`src/rtl/mdu_pkg.sv`:
```
// Shared opcodes, FSM state encoding and sizing helper for the multiply/divide unit.
package mdu_pkg;

  localparam logic [2:0] OP_MULT  = 3'b000;
  localparam logic [2:0] OP_MULTU = 3'b001;
  localparam logic [2:0] OP_DIV   = 3'b010;
  localparam logic [2:0] OP_DIVU  = 3'b011;
  localparam logic [2:0] OP_MTHI  = 3'b100;
  localparam logic [2:0] OP_MTLO  = 3'b101;

  typedef enum logic [1:0] {
    ST_IDLE = 2'd0,
    ST_CALC = 2'd1,
    ST_FIX  = 2'd2
  } state_t;

  // Iteration counter must hold the value WIDTH itself.
  function automatic int unsigned cnt_width(input int unsigned w);
    return $clog2(w + 1);
  endfunction

endpackage

```
`src/rtl/mdu_if.sv`:
```
// Request/result bundle between the execute-stage control and the multiply/divide unit.
interface mdu_if #(parameter int unsigned WIDTH = 32);
  logic             start;
  logic [2:0]       op;
  logic [WIDTH-1:0] a;
  logic [WIDTH-1:0] b;
  logic             busy;
  logic             done;
  logic             div_by_zero;
  logic [WIDTH-1:0] hi;
  logic [WIDTH-1:0] lo;

  modport master (output start, op, a, b, input busy, done, div_by_zero, hi, lo);
  modport slave  (input start, op, a, b, output busy, done, div_by_zero, hi, lo);
endinterface

```
`src/rtl/mdu_sign_fix.sv`:
```
// Combinational sign handling: operand magnitudes/result signs on issue,
// conditional negation of product, quotient and remainder on commit.
module mdu_sign_fix #(parameter int unsigned WIDTH = 32) (
  input  logic               signed_i,
  input  logic [WIDTH-1:0]   a_i,
  input  logic [WIDTH-1:0]   b_i,
  output logic [WIDTH-1:0]   mag_a_o,
  output logic [WIDTH-1:0]   mag_b_o,
  output logic               neg_res_o,
  output logic               neg_rem_o,
  input  logic               neg_res_i,
  input  logic               neg_rem_i,
  input  logic [2*WIDTH-1:0] prod_i,
  input  logic [WIDTH-1:0]   quo_i,
  input  logic [WIDTH-1:0]   rem_i,
  output logic [2*WIDTH-1:0] prod_o,
  output logic [WIDTH-1:0]   quo_o,
  output logic [WIDTH-1:0]   rem_o
);
  logic a_neg, b_neg;

  assign a_neg     = signed_i & a_i[WIDTH-1];
  assign b_neg     = signed_i & b_i[WIDTH-1];
  assign mag_a_o   = a_neg ? -a_i : a_i;
  assign mag_b_o   = b_neg ? -b_i : b_i;
  assign neg_res_o = a_neg ^ b_neg;
  assign neg_rem_o = a_neg;

  assign prod_o = neg_res_i ? -prod_i : prod_i;
  assign quo_o  = neg_res_i ? -quo_i  : quo_i;
  assign rem_o  = neg_rem_i ? -rem_i  : rem_i;
endmodule

```
`src/rtl/mult_div_unit.sv`:
```
// Iterative shift-add multiplier / restoring divider with HI/LO registers.
// Optional MDU_EARLY_OUT_EN: multiply exits CALC once the remaining multiplier is zero.
module mult_div_unit
  import mdu_pkg::*;
#(
  parameter int unsigned WIDTH = 32
) (
  input  logic  clk,
  input  logic  rst,
  mdu_if.slave  mdu
);
  localparam int unsigned CW = cnt_width(WIDTH);
  localparam int unsigned W2 = 2 * WIDTH;

  state_t           state_q, state_d;
  logic [CW-1:0]    cnt_q, cnt_d;
  logic [W2-1:0]    acc_q, acc_d;
  logic [W2-1:0]    mcand_q, mcand_d;   // shifted multiplicand, or divisor in low half
  logic [WIDTH-1:0] opb_q, opb_d;       // multiplier, or dividend shifting into quotient
  logic [WIDTH:0]   rem_q, rem_d;
  logic             is_div_q, is_div_d;
  logic             dbz_q, dbz_d;
  logic             neg_res_q, neg_res_d;
  logic             neg_rem_q, neg_rem_d;
  logic             busy_q, busy_d;
  logic             done_q, done_d;
  logic             dbz_out_q, dbz_out_d;
  logic [WIDTH-1:0] hi_q, hi_d;
  logic [WIDTH-1:0] lo_q, lo_d;

  logic             op_signed_c, neg_res_c, neg_rem_c, early_c;
  logic [WIDTH-1:0] mag_a_c, mag_b_c, quo_fix_c, rem_fix_c;
  logic [W2-1:0]    prod_fix_c;
  logic [WIDTH:0]   shifted_c, trial_c;

  assign op_signed_c = (mdu.op == OP_MULT) || (mdu.op == OP_DIV);

  mdu_sign_fix #(.WIDTH(WIDTH)) u_sign_fix (
    .signed_i  (op_signed_c),
    .a_i       (mdu.a),
    .b_i       (mdu.b),
    .mag_a_o   (mag_a_c),
    .mag_b_o   (mag_b_c),
    .neg_res_o (neg_res_c),
    .neg_rem_o (neg_rem_c),
    .neg_res_i (neg_res_q),
    .neg_rem_i (neg_rem_q),
    .prod_i    (acc_q),
    .quo_i     (opb_q),
    .rem_i     (WIDTH'(rem_q)),
    .prod_o    (prod_fix_c),
    .quo_o     (quo_fix_c),
    .rem_o     (rem_fix_c)
  );

  // Restoring step: borrow out of the trial subtraction means "restore".
  assign shifted_c = {rem_q[WIDTH-1:0], opb_q[WIDTH-1]};
  assign trial_c   = shifted_c - {1'b0, mcand_q[WIDTH-1:0]};

`ifdef MDU_EARLY_OUT_EN
  assign early_c = !is_div_q && (opb_q[WIDTH-1:1] == '0);
`else
  assign early_c = 1'b0;
`endif

  always_ff @(posedge clk or posedge rst) begin
    if (rst) begin
      state_q   <= ST_IDLE;
      cnt_q     <= '0;
      acc_q     <= '0;
      mcand_q   <= '0;
      opb_q     <= '0;
      rem_q     <= '0;
      is_div_q  <= 1'b0;
      dbz_q     <= 1'b0;
      neg_res_q <= 1'b0;
      neg_rem_q <= 1'b0;
      busy_q    <= 1'b0;
      done_q    <= 1'b0;
      dbz_out_q <= 1'b0;
      hi_q      <= '0;
      lo_q      <= '0;
    end else begin
      state_q   <= state_d;
      cnt_q     <= cnt_d;
      acc_q     <= acc_d;
      mcand_q   <= mcand_d;
      opb_q     <= opb_d;
      rem_q     <= rem_d;
      is_div_q  <= is_div_d;
      dbz_q     <= dbz_d;
      neg_res_q <= neg_res_d;
      neg_rem_q <= neg_rem_d;
      busy_q    <= busy_d;
      done_q    <= done_d;
      dbz_out_q <= dbz_out_d;
      hi_q      <= hi_d;
      lo_q      <= lo_d;
    end
  end

  always_comb begin
    state_d   = state_q;
    cnt_d     = cnt_q;
    acc_d     = acc_q;
    mcand_d   = mcand_q;
    opb_d     = opb_q;
    rem_d     = rem_q;
    is_div_d  = is_div_q;
    dbz_d     = dbz_q;
    neg_res_d = neg_res_q;
    neg_rem_d = neg_rem_q;
    busy_d    = busy_q;
    done_d    = 1'b0;
    dbz_out_d = 1'b0;
    hi_d      = hi_q;
    lo_d      = lo_q;

    unique case (state_q)
      ST_IDLE: begin
        if (mdu.start) begin
          case (mdu.op)
            OP_MTHI: hi_d = mdu.a;
            OP_MTLO: lo_d = mdu.a;
            OP_MULT, OP_MULTU, OP_DIV, OP_DIVU: begin
              is_div_d  = mdu.op[1];
              neg_res_d = neg_res_c;
              neg_rem_d = neg_rem_c;
              cnt_d     = CW'(WIDTH);
              busy_d    = 1'b1;
              acc_d     = '0;
              rem_d     = '0;
              dbz_d     = mdu.op[1] && (mdu.b == '0);
              if (mdu.op[1]) begin
                mcand_d = W2'(mag_b_c);
                opb_d   = mag_a_c;
              end else begin
                mcand_d = W2'(mag_a_c);
                opb_d   = mag_b_c;
              end
              // Divide by zero keeps the raw dividend for the HI commit.
              if (mdu.op[1] && (mdu.b == '0)) begin
                opb_d   = mdu.a;
                state_d = ST_FIX;
              end else begin
                state_d = ST_CALC;
              end
            end
            default: ;
          endcase
        end
      end
      ST_CALC: begin
        cnt_d = cnt_q - CW'(1);
        if (is_div_q) begin
          rem_d = trial_c[WIDTH] ? shifted_c : trial_c;
          opb_d = {opb_q[WIDTH-2:0], ~trial_c[WIDTH]};
        end else begin
          acc_d   = acc_q + (opb_q[0] ? mcand_q : '0);
          mcand_d = mcand_q << 1;
          opb_d   = opb_q >> 1;
        end
        if ((cnt_q == CW'(1)) || early_c) state_d = ST_FIX;
      end
      ST_FIX: begin
        busy_d  = 1'b0;
        done_d  = 1'b1;
        state_d = ST_IDLE;
        if (dbz_q) begin
          hi_d      = opb_q;
          lo_d      = '1;
          dbz_out_d = 1'b1;
        end else if (is_div_q) begin
          hi_d = rem_fix_c;
          lo_d = quo_fix_c;
        end else begin
          {hi_d, lo_d} = prod_fix_c;
        end
      end
      default: state_d = ST_IDLE;
    endcase
  end

  assign mdu.busy        = busy_q;
  assign mdu.done        = done_q;
  assign mdu.div_by_zero = dbz_out_q;
  assign mdu.hi          = hi_q;
  assign mdu.lo          = lo_q;
endmodule

```
`src/flat_wrapper.sv`:
```
// flat-port wrapper written by rule: the top's interface ports become plain ports
module mult_div_unit_flat import mdu_pkg::*;
#(
  parameter int unsigned WIDTH = 32
)
  (clk, rst, mdu_start, mdu_op, mdu_a, mdu_b, mdu_busy, mdu_done, mdu_div_by_zero, mdu_hi, mdu_lo);
  mdu_if #(.WIDTH(WIDTH)) mdu_i ();
  input  logic clk;
  input  logic rst;
  input wire logic [$bits(mdu_i.start)-1:0] mdu_start;
  input wire logic [$bits(mdu_i.op)-1:0] mdu_op;
  input wire logic [$bits(mdu_i.a)-1:0] mdu_a;
  input wire logic [$bits(mdu_i.b)-1:0] mdu_b;
  output wire logic [$bits(mdu_i.busy)-1:0] mdu_busy;
  output wire logic [$bits(mdu_i.done)-1:0] mdu_done;
  output wire logic [$bits(mdu_i.div_by_zero)-1:0] mdu_div_by_zero;
  output wire logic [$bits(mdu_i.hi)-1:0] mdu_hi;
  output wire logic [$bits(mdu_i.lo)-1:0] mdu_lo;
  assign mdu_i.start = mdu_start;
  assign mdu_i.op = mdu_op;
  assign mdu_i.a = mdu_a;
  assign mdu_i.b = mdu_b;
  assign mdu_busy = mdu_i.busy;
  assign mdu_done = mdu_i.done;
  assign mdu_div_by_zero = mdu_i.div_by_zero;
  assign mdu_hi = mdu_i.hi;
  assign mdu_lo = mdu_i.lo;
  mult_div_unit #(.WIDTH(WIDTH)) u_core (.clk(clk), .rst(rst), .mdu(mdu_i));
endmodule
```
`config.mk`:
```
export PLATFORM = sky130hd
export DESIGN_NAME = mult_div_unit_flat
export DESIGN_NICKNAME = d
export VERILOG_FILES = /design/src/rtl/mdu_pkg.sv /design/src/rtl/mdu_if.sv /design/src/rtl/mdu_sign_fix.sv /design/src/rtl/mult_div_unit.sv /design/src/flat_wrapper.sv
export SDC_FILE = /design/constraint.sdc
export NUM_CORES = 1
export LEC_CHECK = 0
export CAP_MARGIN = 20
export CORE_MARGIN = 3
export CORE_UTILIZATION = 30
export DETAILED_ROUTE_END_ITERATION = 12
export PLACE_DENSITY_LB_ADDON = 0.25
export SLEW_MARGIN = 20
export SYNTH_ARGS = -nofsm -noshare
export SYNTH_HDL_FRONTEND = slang
export SYNTH_HIERARCHICAL = 1
export SYNTH_SLANG_ARGS = --single-unit
```
`constraint.sdc`:
```
create_clock -name clk -period 17.85 [get_ports clk]
set_input_delay 3.57 -clock clk [delete_from_list [all_inputs] [get_ports clk]]
set_output_delay 3.57 -clock clk [all_outputs]
set_load 0.01 [all_outputs]
```
Yosys cells after proc, flatten, opt, wreduce, memory -nomap -nowiden

Cells that the tools add are included.

Eq/ne operators: 15
Add/subtract/negate cells: 8
Bitwise operators: 4
Reduce and logical (&&, ||, !) cells: 16
Muxes and demuxes: 50

Operator list:

| kind                  | count |
|---|---|
| $mux W32              | 22 |
| $mux W64              | 8 |
| $pmux W32 S2          | 4 |
| $pmux W64 S2          | 2 |
| $neg A32 Y32          | 4 |
| $add A64 B64 Y64      | 1 |
| $neg A64 Y64          | 1 |
| $sub A33 B32 Y33      | 1 |
| $logic_not A32 Y1     | 1 |
| $reduce_and A3 Y1     | 6 |
| $mux W6               | 2 |
| $pmux W6 S2           | 1 |
| $ne A2 B2 Y1 const B  | 5 |
| $mux W2               | 4 |
| $reduce_and A4 Y1     | 2 |
| $eq A3 B2 Y1 const B  | 2 |
| $eq A3 B3 Y1 const B  | 2 |
| $eq A6 B1 Y1 const B  | 1 |
| $sub A6 B1 Y6 const B | 1 |
| $mux W1               | 5 |
| $ne A2 B1 Y1 const B  | 2 |
| $pmux W2 S2           | 1 |
| $reduce_bool A2 Y1    | 2 |
| $reduce_or A4 Y1      | 1 |
| other kinds (11)      | 12 |

Word-level logic and storage cells: 108
Flip-flop bits (word level): 271
Input port bits: 70

Depth between registers and ports, before layout

Gate-level depths: netlist (run 1).

Depth in word-level cells: 9
Depth in mapped cells: 16
Depth with buffers taken out: 14

By module

Netlist (run 1), hierarchy kept.

Modules (own cells, without submodules):

| module        | cells an instance | sequential area each (um2) | instances | area each (um2) |
|---|---|---|---|---|
| mult_div_unit | 2397              | 6781.5                     | 1         | 19618.8 |
| mdu_sign_fix  | 617               | 0.0                        | 1         | 4236.6 |

Least setup slack after synthesis (run 1)

Ideal clock, no wire load.

Kind: input port to flip-flop
From: input mdu_a[10]
To: register u_core.opb_q[23]
Data arrival time: 5.457 ns
Path buffers: 0
Path slack: 12.310 ns
Library setup time: 0.083 ns
Cell stages on the path: 9
Path through: or4_1 -> nor4_2 -> nand3_1 -> o41ai_1 -> xnor2_1 -> mux2i_1 -> nand2_1 -> o21ai_0 -> o21ai_0

Longest elaborated chain between the ends: 7

Ends and longest elaborated chain:

| what                   | line                 | RTL |
|---|---|---|
| start, declared        | flat_wrapper.sv:12   | `input wire logic [$bits(mdu_i.a)-1:0] mdu_a;` |
| $neg A32 Y32           | mdu_sign_fix.sv:24   | `assign mag_a_o = a_neg ? -a_i : a_i;` |
| $mux W32               | mdu_sign_fix.sv:24   |  |
| net u_core.mag_a_c[23] | mult_div_unit.sv:32  | `logic [WIDTH-1:0] mag_a_c, mag_b_c, quo_fix_c, rem_fix_c;` |
| $mux W32               | mult_div_unit.sv:134 | `if (mdu.op[1]) begin` |
| $mux W32               | mult_div_unit.sv:142 | `if (mdu.op[1] && (mdu.b == '0)) begin` |
| $mux W32               | mult_div_unit.sv:122 | `case (mdu.op)` |
| $mux W32               | mult_div_unit.sv:121 | `if (mdu.start) begin` |
| $pmux W32 S2           | mult_div_unit.sv:119 | `unique case (state_q)` |
| end signal, assigned   | mult_div_unit.sv:88  | `opb_q <= opb_d;` |
| end, declared          | mult_div_unit.sv:19  | `logic [WIDTH-1:0] opb_q, opb_d;` |

The timed path passes the listed nets, and every way through them passes these cells. The select of a mux whose other input is x is not followed.
A chain may end at the register's enable or synchronous reset.

Final worst setup path (run 1)

From: input mdu_b[0]
To: register u_core.mcand_q[24]

Longest elaborated chain between the ends: 6

Ends and longest elaborated chain:

| what                   | line                 | RTL |
|---|---|---|
| start, declared        | flat_wrapper.sv:13   | `input wire logic [$bits(mdu_i.b)-1:0] mdu_b;` |
| $neg A32 Y32           | mdu_sign_fix.sv:25   | `assign mag_b_o = b_neg ? -b_i : b_i;` |
| $mux W32               | mdu_sign_fix.sv:25   |  |
| net u_core.mag_b_c[24] | mult_div_unit.sv:32  |  |
| $mux W32               | mult_div_unit.sv:134 |  |
| $mux W64               | mult_div_unit.sv:122 |  |
| $mux W64               | mult_div_unit.sv:121 |  |
| $pmux W64 S2           | mult_div_unit.sv:119 |  |
| end signal, assigned   | mult_div_unit.sv:87  | `mcand_q <= mcand_d;` |
| end, declared          | mult_div_unit.sv:18  | `logic [W2-1:0] mcand_q, mcand_d;` |

The timed path passes the listed nets, and every way through them passes these cells. The select of a mux whose other input is x is not followed.

==> results.sh, run 1 <==
export IMPL_status="complete, no violations"
export IMPL_synth_most_common_cell="nand2_1"
export IMPL_worst_slew_pin_slew_ps=918
export IMPL_fin_area_um2=27200
export IMPL_setup_viol=0
export IMPL_clk_latency_ps=580
export IMPL_grt_max_degree=80
export IMPL_rsz0062_at_grt="no"
export IMPL_min_period_over_period=0.343
export IMPL_drive_gt1_frac=0.0617
export IMPL_grt_overflow=0
export IMPL_grt_usage=0.212
export IMPL_yosysWarningCount=6
export IMPL_die_y_um=288
export IMPL_synthSimpleGateAreaFrac=0.198
export IMPL_num_rows=102
export IMPL_p_sw_frac=0.505
export IMPL_p_clk_frac=0.147
export IMPL_finalClockSkew_ps=34.4
export IMPL_critPathCaptureType="flip-flop"
export IMPL_timing_fmax_mhz=163
export IMPL_power_density_nw_per_um2=187
export IMPL_post_dp_cell_area_um2=25900
export IMPL_maxSlewHeadroom=0.383
export IMPL_intPower_mw=2.52
export IMPL_place_hpwl_um=68700
export IMPL_syn_area_um2=23900
export IMPL_finalCriticalPeriod_ps=6130
export IMPL_vias=22600
export IMPL_initial_core_util=0.305
export IMPL_synth_cell_types=105
export IMPL_n_antenna_cell=0
export IMPL_drc=0
export IMPL_switchingPower_mw=2.57
export IMPL_hold_violations=0
export IMPL_synth_xor_area_frac=0.101
export IMPL_cp_data_arrival_time_ps=6610
export IMPL_maxCapViolCount=0
export IMPL_cts_buffer_depth=3
export IMPL_drt_first_pass_iters=5
export IMPL_ant_nets=0
export IMPL_clock_root_buffer="clkbuf_16"
export IMPL_wl_um=90500
export IMPL_cts_sinks=271
export IMPL_die_width_um=288
export IMPL_p_total_mw=5.08
export IMPL_cts_tree="built"
export IMPL_synthArstFlopShare=1.00
export IMPL_combPwrFrac=0.591
export IMPL_pwr_share_seq=0.262
export IMPL_critPathRequiredTime_ps=18330
export IMPL_core_area_um2=78100
export IMPL_vdd_drop_max_mv=0.109
export IMPL_postCtsHoldBufs=0
export IMPL_synth_top_area_frac=0.284
export IMPL_slew_violations=0
export IMPL_cts_resized=0
export IMPL_io_buffers=136
export IMPL_cts_buffers=35
export IMPL_setup_tns_ps=0
export IMPL_synth_adder_area_share=0.0552
export IMPL_fin_nets=3196
export IMPL_grt_pass1_vias=20900
export IMPL_cts_setup_buffers=0
export IMPL_leakage_nw=11.1
export IMPL_synth_main_ff_cell="dfrtp_1"
export IMPL_crit_fanout=5
export IMPL_synth_seq_cells=271
export IMPL_netlist_instances=3014
export IMPL_r2r_cells=14
export IMPL_placed_cells=4025
export IMPL_instances_no_fill=4087
export IMPL_syn_nets=3188
export IMPL_grt_first_pass_wirelength_um=135000
export IMPL_dieArea_um2=82900
export IMPL_yosys_area_top_type="dfrtp_1"
export IMPL_synth_area_leaders="dfrtp_1, xnor2_1, o21ai_0"
export IMPL_drt_iter0_drc=2164
export IMPL_crit_path_start_kind="input port"
export IMPL_synth_seq_area_share=0.284
export IMPL_hold_path_depth=2
export IMPL_via_per_inst=5.53
export IMPL_synth_top_family_by_area="compound AO/OA/AOI/OAI gates"
export IMPL_routedWlPerCell_um=22.1
export IMPL_hold_path_class="reg -> reg"
export IMPL_avgSynthCellArea_um2=7.91
export IMPL_ioPinCount=137
export IMPL_clk_pin_slew_ps=60
export IMPL_path_class="in -> reg"
export IMPL_synth_compound_area_share=0.232
export IMPL_synth_edf_count=0
export IMPL_synthMuxAreaShare=0.0821
export IMPL_netlist_top_cells_count="nand2_1, o21ai_0, dfrtp_1, xnor2_1, a21oi_1"
export IMPL_cts_max_level=2
export IMPL_area_growth_pct=13.8
export IMPL_routabilityCongestion=0.941
export IMPL_antenna_found_initial=0
power groups by stage:
stage                     clock, mW  sequential (mW)  combinational, mW
after CTS                     0.768             1.32               2.97
after detailed placement          0             1.33               2.95
after global placement            0             1.33               2.94
after floorplan                   0             1.15               2.18
final                         0.749             1.33               3.00
after global routing          0.793             1.37               3.29
path summary, 6_finish.rpt:
path / slack, ps / endpoint / from
worst max-delay path: 11720 / u_core/mcand_q[24]$_DFFE_PP0P_ / mdu_b[0]
worst min-delay path: 480 / u_core/mdu.lo[27]$_DFFE_PP0P_ / u_core/mdu.lo[27]$_DFFE_PP0P_
worst max register to register: 13270 / u_core/acc_q[60]$_DFFE_PP0P_ / u_core/opb_q[0]$_DFFE_PP0P_
worst min register to register: 480 / u_core/mdu.lo[27]$_DFFE_PP0P_ / u_core/mdu.lo[27]$_DFFE_PP0P_
max in group asynchronous: 12360 / u_core/opb_q[0]$_DFFE_PP0P_ / rst
min in group asynchronous: 3460 / u_core/mdu.lo[17]$_DFFE_PP0P_ / rst
critical path, cell delays in order:
cell	delay [ps]
clkdlybuf4s50_1	470
inv_1	90
ha_1	180
nor4b_1	610
nand4b_1	290
nor3_1	470
a21oi_1	170
xor2_1	250
mux2i_1	110
nand2_1	130
o21ai_0	90
o21ai_0	190
cells by family (layout without fill, tap and decap cells):
group                    Yosys count  after routing
buffers and inverters            272            305
AO/OA/AOI/OAI                    921            921
multiplexers                     191            191
flip-flops                       271            271
XOR/XNOR                         273            273
adder cells (fa/ha/maj)          104            104
AND/OR/NAND/NOR                  982            982
routing by layer:
| metal | vias up | routed length, um | global-route usage |
|---|---|---|---|
| met5 | - | 0 | 0 |
| met4 | 0 | 3430 | 0.0762 |
| met3 | 126 | 5330 | 0.0302 |
| met2 | 705 | 42000 | 0.345 |
| met1 | 11000 | 39800 | 0.285 |
| li1 | 10800 | - | - |
cells in the final DEF, fill, tap and decap left out, drive strengths merged, types with 34 or more instances in the layout:
| cell type | netlist | final |
|---|---|---|
| mux2i | 157 | 157 |
| dfrtp | 271 | 271 |
| o22ai | 35 | 35 |
| nand2 | 403 | 403 |
| clkdlybuf4s50 | 1 | 135 |
| nor4 | 34 | 34 |
| ha | 102 | 102 |
| and2 | 79 | 79 |
| a21o | 50 | 50 |
| o21ai | 430 | 430 |
| xnor2 | 217 | 217 |
| nand4 | 36 | 36 |
| nand3 | 90 | 90 |
| nor2 | 189 | 189 |
| clkbuf | 146 | 50 |
| mux2 | 34 | 34 |
| a21oi | 201 | 201 |
| xor2 | 56 | 56 |
| inv | 82 | 83 |
| o31ai | 59 | 59 |
flip-flops by register name (all words and copies together), names as in the netlist:
signal                  flops
u_core/acc_q               64
u_core/mcand_q             64
u_core/mdu.hi              32
u_core/mdu.lo              32
u_core/opb_q               32
u_core/rem_q               32
u_core/cnt_q                6
u_core/state_q              2
u_core/dbz_q                1
u_core/is_div_q             1
u_core/mdu.busy             1
u_core/mdu.div_by_zero      1
u_core/mdu.done             1
u_core/neg_rem_q            1
u_core/neg_res_q            1
cell type report:
type	count	area, um2
Fill cell	8358	51000
Multi-Input combinational cell	2471	16000
Sequential cell	271	6790
Timing Repair Buffer	160	1540
Tap cell	1040	1300
Clock buffer	50	1010
Inverter	83	319
Clock inverter	12	180
metrics by stage:
stage | util | hold slack (ps) | setup WS (ps)
5_1_grt | 0.348 | 491 | 11430
4_1_cts | 0.348 | 484 | 11750
2_1_floorplan | - | 463 | 6810
6_report | 0.348 | 477 | 11720
3_3_place_gp | 0.332 | 462 | 11200
3_5_place_dp | 0.332 | 471 | 11130
(Power assumes the default switching activity.)
==> run 2: changes to the inputs <==
==> constraint.sdc (replaced) <==
create_clock -name clk -period 5.5 [get_ports clk]
set_input_delay 1.1 -clock clk [delete_from_list [all_inputs] [get_ports clk]]
set_output_delay 1.1 -clock clk [all_outputs]
set_load 0.01 [all_outputs]
==> run 2 against run 1 <==
Net effect:
- worst hold slack got worse by 3.0 ps
- die area unchanged
- non-clock buffer count up 15
- clock power rose to 3.4 times the previous value
- global-route usage increased by 0.60 points
- clock-buffer cell count fell by 3
- clock skew about the same
- register-to-register slack worse by 12000 ps
- highest routed layer unchanged
- largest power group unchanged
- first-iteration DRC count shrank 14%
- sequential power increased to 3.2 times the previous value
==> results.sh, run 2 (synthesized netlist as in run 1, its figures left out) <==
export IMPL_io_buffers=136
export IMPL_postCtsHoldBufs=0
export IMPL_max_stage_delay_ps=740
export IMPL_hold_path_class="reg -> reg"
export IMPL_fin_nets=3213
export IMPL_combPwrFrac=0.593
export IMPL_drt_iter0_drc=1856
export IMPL_post_dp_cell_area_um2=26100
export IMPL_die_width_um=288
export IMPL_final_common_cell="nand2_1"
export IMPL_maxSlewHeadroom=0.323
export IMPL_hold_slack_ps=474
export IMPL_switchingPower_mw=8.48
export IMPL_worst_slew_pin_slew_ps=1020
export IMPL_cts_sinks=271
export IMPL_grt_usage=0.218
export IMPL_antenna_found_initial=2
export IMPL_p_sw_frac=0.505
export IMPL_setup_viol=0
export IMPL_fin_area_um2=27400
export IMPL_power_density_nw_per_um2=614
export IMPL_die_y_um=288
export IMPL_p_total_mw=16.8
export IMPL_crit_fanout=10
export IMPL_cp_slowest_cell="a211oi_1"
export IMPL_critPathBufInv=0
export IMPL_preCtsSetupSlack_ps=1340
export IMPL_cp_data_arrival_time_ps=4700
export IMPL_grt_met1_usage=0.295
export IMPL_maxCapViolCount=0
export IMPL_finalCriticalPeriod_ps=4250
export IMPL_drive_gt1_frac=0.0682
export IMPL_cts_resized=0
export IMPL_cts_buffer_depth=3
export IMPL_placed_cells=4040
export IMPL_hold_violations=0
export IMPL_instances_no_fill=4106
export IMPL_clock_root_buffer="clkbuf_16"
export IMPL_area_growth_pct=14.7
export IMPL_dieArea_um2=82900
export IMPL_clk_pin_slew_ps=60
export IMPL_vdd_drop_max_mv=0.403
export IMPL_timing_fmax_mhz=236
export IMPL_grt_first_pass_wirelength_um=139000
export IMPL_slew_violations=0
export IMPL_ioPinCount=137
export IMPL_grt_overflow=0
export IMPL_cts_buffers=37
export IMPL_finalClockSkew_ps=34.6
export IMPL_rsz0062_at_grt="no"
export IMPL_crit_path_start_kind="flip-flop"
export IMPL_critPathRequiredTime_ps=5960
export IMPL_via_per_inst=5.54
export IMPL_p_clk_frac=0.151
export IMPL_num_rows=102
export IMPL_cts_max_level=2
export IMPL_min_period_over_period=0.772
export IMPL_routabilityCongestion=0.928
export IMPL_routedWlPerCell_um=22.5
export IMPL_leakage_nw=11.2
export IMPL_initial_core_util=0.305
export IMPL_setup_tns_ps=0
export IMPL_place_hpwl_um=70500
export IMPL_cpMostUsedCell="a211oi_1"
export IMPL_finalWorstSetupSlack_ps=1250
export IMPL_vias=22800
export IMPL_critPathCaptureType="flip-flop"
export IMPL_intPower_mw=8.31
export IMPL_grt_util_met3=0.0293
export IMPL_top_usage_layer="met2"
export IMPL_grt_max_degree=107
export IMPL_drc=0
export IMPL_pwr_share_seq=0.256
export IMPL_status="complete, no violations"
export IMPL_cts_setup_buffers=0
export IMPL_core_area_um2=78100
export IMPL_grt_pass1_vias=21200
export IMPL_cts_tree="built"
export IMPL_grt_use_met2=0.351
export IMPL_final_core_util=0.350
export IMPL_most_common_layout_cells="nand2_1, o21ai_0, dfrtp_1"
export IMPL_ant_nets=0
export IMPL_crit_chain="or4_4, nor4_2, nand3_4, o41ai_1, xnor2_1, nor2b_1, a211oi_1, a211oi_1, a21oi_1, o21ai_0"
export IMPL_path_class="reg -> reg"
export IMPL_reg_top3="u_core/acc_q: 64 flops, u_core/mcand_q: 64 flops"
export IMPL_critPathTopFamily="compound AO/OA/AOI/OAI gates"
export IMPL_wl_um=92400
export IMPL_drt_first_pass_iters=5
export IMPL_clk_latency_ps=600
[run 2: changes by cell type in the layout (fill, tap and decap cells not counted), moves of 2 or more]
cell,change
buf_12,+4
buf_4,+12
clkbuf_1,-4
clkbuf_16,+3
clkbuf_8,-2
clkinv_2,+4
clkinvlp_4,+4
[run 2: power by group through the flow]
stage	logic, mW	clock network (mW)	registers [mW]
global placement	9.77	0	4.31
detailed placement	9.80	0	4.32
global route	10.9	2.68	4.41
finish	9.95	2.53	4.31
floorplan	7.07	0	3.73
CTS	9.84	2.58	4.29
[run 2: tightest hold or removal path, stage by stage, from the launching register on]
cell     delay [ps]
dfrtp_1         340
nand2_1          40
o21ai_0          60
[run 2: final cells by class]
class,instances,area (um2)
tap,1040,1300
multi-input combinational,2471,16000
inverter,83,315
antenna,1,2.50
sequential,271,6790
clock buffer,47,1040
fill,8313,50700
clock inverter,18,204
timing repair buffer,175,1700
[run 2: layer usage]
| layer | vias up | routed length, um |
|---|---|---|
| li1 | 10800 | - |
| met1 | 11000 | 40800 |
| met2 | 768 | 42500 |
| met3 | 145 | 5440 |
| met4 | 0 | 3760 |
| met5 | - | 0 |
[run 2: final timing paths]
| check | from | to | slack (ps) | depth (start not counted) |
|---|---|---|---|---|
| max in group asynchronous | rst | u_core/neg_res_q$_DFFE_PP0P_ | 3480 | 3 |
| min in group asynchronous | rst | u_core/opb_q[12]$_DFFE_PP0P_ | 970 | 2 |
| worst max register to register | u_core/acc_q[2]$_DFFE_PP0P_ | u_core/mdu.hi[31]$_DFFE_PP0P_ | 1250 | 10 |
| worst min register to register | u_core/mdu.hi[4]$_DFFE_PP0P_ | u_core/mdu.hi[4]$_DFFE_PP0P_ | 470 | 2 |
| worst min-delay path | u_core/mdu.hi[4]$_DFFE_PP0P_ | u_core/mdu.hi[4]$_DFFE_PP0P_ | 470 | 2 |
| worst max-delay path | u_core/acc_q[2]$_DFFE_PP0P_ | u_core/mdu.hi[31]$_DFFE_PP0P_ | 1250 | 10 |
